File: src/rtl/fg_input_conditioner.sv
// Multi-channel pad input conditioner: per-channel synchronizer, consecutive-sample
// debounce filter, and registered rise/fall strobes in the clk_i domain.
module fg_input_conditioner #(
  parameter int                  CHANNELS      = 4,
  parameter int                  STAGES        = 2,
  parameter int                  FILTER_CYCLES = 4,
  parameter logic [CHANNELS-1:0] RESET_VAL     = '0
) (
  input  logic                clk_i,
  input  logic                rst_i,
  input  logic [CHANNELS-1:0] async_i,
  output logic [CHANNELS-1:0] level_o,
  output logic [CHANNELS-1:0] rise_o,
  output logic [CHANNELS-1:0] fall_o,
  output logic                any_edge_o
);

  localparam int               CNT_W   = $clog2(FILTER_CYCLES) + 1;
  localparam logic [CNT_W-1:0] CNT_MAX = CNT_W'(FILTER_CYCLES - 1);

  logic [CHANNELS-1:0] w_level;
  logic [CHANNELS-1:0] w_rise_nxt;
  logic [CHANNELS-1:0] w_fall_nxt;
  logic [CHANNELS-1:0] r_rise;
  logic [CHANNELS-1:0] r_fall;
  logic                r_any;

  for (genvar ch = 0; ch < CHANNELS; ch++) begin : g_ch
    logic [STAGES-1:0] r_sync;
    logic [CNT_W-1:0]  r_cnt;
    logic              r_level;
    logic              w_syn;
    logic              w_differ;
    logic              w_done;

    // Bit 0 is the only flop allowed to go metastable; only bit 1 reads it.
    always_ff @(posedge clk_i or posedge rst_i) begin
      if (rst_i) begin
        r_sync <= {STAGES{RESET_VAL[ch]}};
      end else begin
        r_sync <= {r_sync[STAGES-2:0], async_i[ch]};
      end
    end

    assign w_syn = r_sync[STAGES-1];

    always_comb begin
      w_differ = (w_syn != r_level);
      w_done   = w_differ && (r_cnt == CNT_MAX);
    end

    // Any sample matching the current level restarts the count.
    always_ff @(posedge clk_i or posedge rst_i) begin
      if (rst_i) begin
        r_cnt   <= '0;
        r_level <= RESET_VAL[ch];
      end else if (!w_differ || w_done) begin
        r_cnt <= '0;
        if (w_done) begin
          r_level <= w_syn;
        end
      end else begin
        r_cnt <= r_cnt + CNT_W'(1);
      end
    end

    assign w_level[ch]    = r_level;
    assign w_rise_nxt[ch] = w_done & w_syn;
    assign w_fall_nxt[ch] = w_done & ~w_syn;
  end

  // Strobes register alongside the level so they coincide with its first visible cycle.
  always_ff @(posedge clk_i or posedge rst_i) begin
    if (rst_i) begin
      r_rise <= '0;
      r_fall <= '0;
      r_any  <= 1'b0;
    end else begin
      r_rise <= w_rise_nxt;
      r_fall <= w_fall_nxt;
      r_any  <= |(w_rise_nxt | w_fall_nxt);
    end
  end

  assign level_o    = w_level;
  assign rise_o     = r_rise;
  assign fall_o     = r_fall;
  assign any_edge_o = r_any;

endmodule

File: config.mk
export PLATFORM = sky130hd
export DESIGN_NAME = fg_input_conditioner
export DESIGN_NICKNAME = d
export VERILOG_FILES = /design/src/rtl/fg_input_conditioner.sv
export SDC_FILE = /design/constraint.sdc
export NUM_CORES = 1
export LEC_CHECK = 0
export CORE_ASPECT_RATIO = 1.5
export CORE_MARGIN = 3
export CORE_UTILIZATION = 30
export CTS_CLUSTER_SIZE = 25
export DETAILED_ROUTE_END_ITERATION = 10
export HOLD_SLACK_MARGIN = 0.15
export SYNTH_ARGS = -nofsm -noshare
export SYNTH_HDL_FRONTEND = slang
export SYNTH_SLANG_ARGS = --single-unit
File: constraint.sdc
create_clock -name clk_i -period 1.71 [get_ports clk_i]
set_input_delay 0.4275 -clock clk_i [delete_from_list [all_inputs] [get_ports clk_i]]
set_output_delay 0.4275 -clock clk_i [all_outputs]
set_load 0.005 [all_outputs]
==> impl_metrics.yaml <==
outcome:
  status: "completed"
detailed_routing:
  vias_per_cell: 4.34
  ant_nets: 0
  routedWlPerCell_um: 10.5
  drtIter0Drc: 13
  num_vias: 685
  drcViolationCount: 0
  finalWirelength_mm: 1.67
  drtPass1Iterations: 2
min_path:
  hp-start: "g_ch[3].r_sync[0]"
  hold_class: "reg2reg"
sta:
  tns_ns: 0
  period_share: 0.949
  clock.fmax_ghz: 0.616
  worstMarginPinSlew_ns: 0.399
  rsz0062_at_grt: "no"
  setup_viol: 0
  hold_viol_final: 0
  skew_ns: 0.00621
  fin_crit_ns: 1.62
  timing.hold.ws_ns: 0.348
  slew_viol_final: 0
  relSlewSlack: 0.734
floorplanning:
  start_util: 0.322
  dieArea_um2: 4880
  rows: 27
  ios: 19
  die_y_um: 84.1
  dieWidth_um: 58.1
  coreArea_um2: 3780
clock_tree:
  numClockSinks: 33
  cts-root-buf: "clkbuf_8"
  cts_hold_buf: 0
  clk_latency_ns: 0.27
  post_cts_resized: 0
  clk_path_buf_depth: 2
  cts_htree_levels: 2
  postCtsSetupBuffers: 0
  clk_pin_slew_ns: 0.06
  tritoncts: "built"
  cts_buffers: 5
logic_synthesis:
  avgSynthCellArea_um2: 13.1
  syn_inst: 93
  synth.distinct_cells: 14
  synth.area.top_cells: "dfrtp_1, ha_1, nor2_1, inv_1, xor2_1"
  synth_warnings: 0
  ys_seq_area_frac: 0.677
  synth_top_area_share: 0.677
  syn_nets: 107
  syn_area_um2: 1220
  yosys.area.top_type: "dfrtp_1"
  ys_ff_latch: 33
worst_setup_path:
  path_cells: "clkdlybuf4s50_1"
  worstPathMaxFanout: 5
  critPathTopFamily: "buffers and inverters"
  end_kind: "output pin"
  start_kind: "flop"
  required_ns: 1.28
  arrival_ns: 1.20
  max_stage_delay_ns: 0.52
  cp-startpoint: "g_ch[2].r_level"
  cp_num_buf_inv: 1
  r2r_start: "g_ch[1].r_cnt[0]"
  critical_path_class: "reg2out"
  critical_path.slowest_cell: "clkdlybuf4s50_1"
global_routing:
  grt_max_degree: 34
  grt_pass1_wl_mm: 3.15
  grt_usage: 0.0844
  grt_pass1_vias: 770
  overflow: 0
  antenna_found_initial: 0
power:
  switchingPower_w: 0.000609
  swShare: 0.268
  power.share.combinational: 0.239
  power_density_nw_per_um2: 1480
  internal_power_w: 0.00167
  peakVddDrop_mv: 0.696
  p_leak_nw: 0.758
  total_power_w: 0.00228
  p_seq_frac: 0.465
  p_clk_frac: 0.296
layout:
  nNetsFinal: 129
  syn2layout_area_growth_pct: 25.8
  layout_common_cells: "dfrtp_1, clkdlybuf4s50_1, nor2_1"
  drive_gt1_frac: 0.0783
  final_util: 0.406
  nFillCells: 373
  diodes: 0
  stdcell_count: 158
  layout_commonest_cell: "dfrtp_1"
placed_design:
  placed_cells: 151
  gp_congestion: 0.645
  numPortBuffers: 18
  hpwlAfterDp_mm: 1.28
job:
  cap_violations: 0
## cell families (layout without fill, tap and decap cells)
kind of cell    count (synthesis)  in the layout  synth area share
buf+inv                        15             37            0.0585
mux                             2              2            0.0185
compound gates                  4              4            0.0205
xor+xnor                        4              4            0.0287
fa+ha+maj                       8              8            0.0821
simple gates                   27             27             0.115
flops                          33             33             0.677
## metrics by stage
stage / instance area [um2] / worst slack [ns]
2_1_floorplan: 1220 / 0.525
3_3_place_gp: 1430 / 0.394
3_5_place_dp: 1430 / 0.381
4_1_cts: 1540 / 0.0716
5_1_grt: 1540 / 0.0287
6_report: 1540 / 0.0872
## per-layer routing
layer	wire (um)	track usage	part of all wire
met3	79	0.0279	0.047
met4	36	0.0549	0.022
met5	0	0	0
met1	619	0.0796	0.37
met2	930	0.149	0.56
## synth_stat cells
cell	instances
nand2b_1	4
nor3b_1	2
xor2_1	4
and3b_2	1
buf_4	4
nor2_1	14
ha_1	8
nand2_1	3
a22oi_1	2
inv_1	11
dfrtp_1	33
o21ai_0	2
and3b_1	3
mux2_1	2
## cell type report
class	instances	area, um2	share of cell area
multi-input cells	45	323	0.210
clock buffers	5	68.8	0.0448
well taps	43	53.8	0.0350
inverters	11	41.3	0.0269
repair buffers	19	188	0.122
clock inverters	2	35.0	0.0228
flip-flops and latches	33	826	0.538
## flip-flops by register name, summed over array words and instances, names as in the netlist
signal,cells
g_ch.r_cnt,12
g_ch.r_sync,8
fall_o,4
g_ch.r_level,4
rise_o,4
any_edge_o,1
## power by group through the flow
stage | Sequential, W | Clock [W] | Combinational, W
final | 0.00106 | 0.000673 | 0.000544
after global routing | 0.00108 | 0.000730 | 0.000639
after CTS | 0.00106 | 0.000701 | 0.000563
after detailed placement | 0.00107 | 0 | 0.000561
after global placement | 0.00106 | 0 | 0.000525
after floorplan | 0.00106 | 0 | 0.000390
## worst paths after layout
path,endpoint,slack (ns),depth (start not counted)
max,level_o[2],0.09,1
min,g_ch[3].r_sync[1],0.35,0
max reg2reg,g_ch[1].r_level,0.46,3
min reg2reg,g_ch[3].r_sync[1],0.35,0
max in group asynchronous,rise_o[3],0.87,3
min in group asynchronous,g_ch[1].r_sync[1],0.54,3
Note: power is estimated with default switching activity, not from simulation.
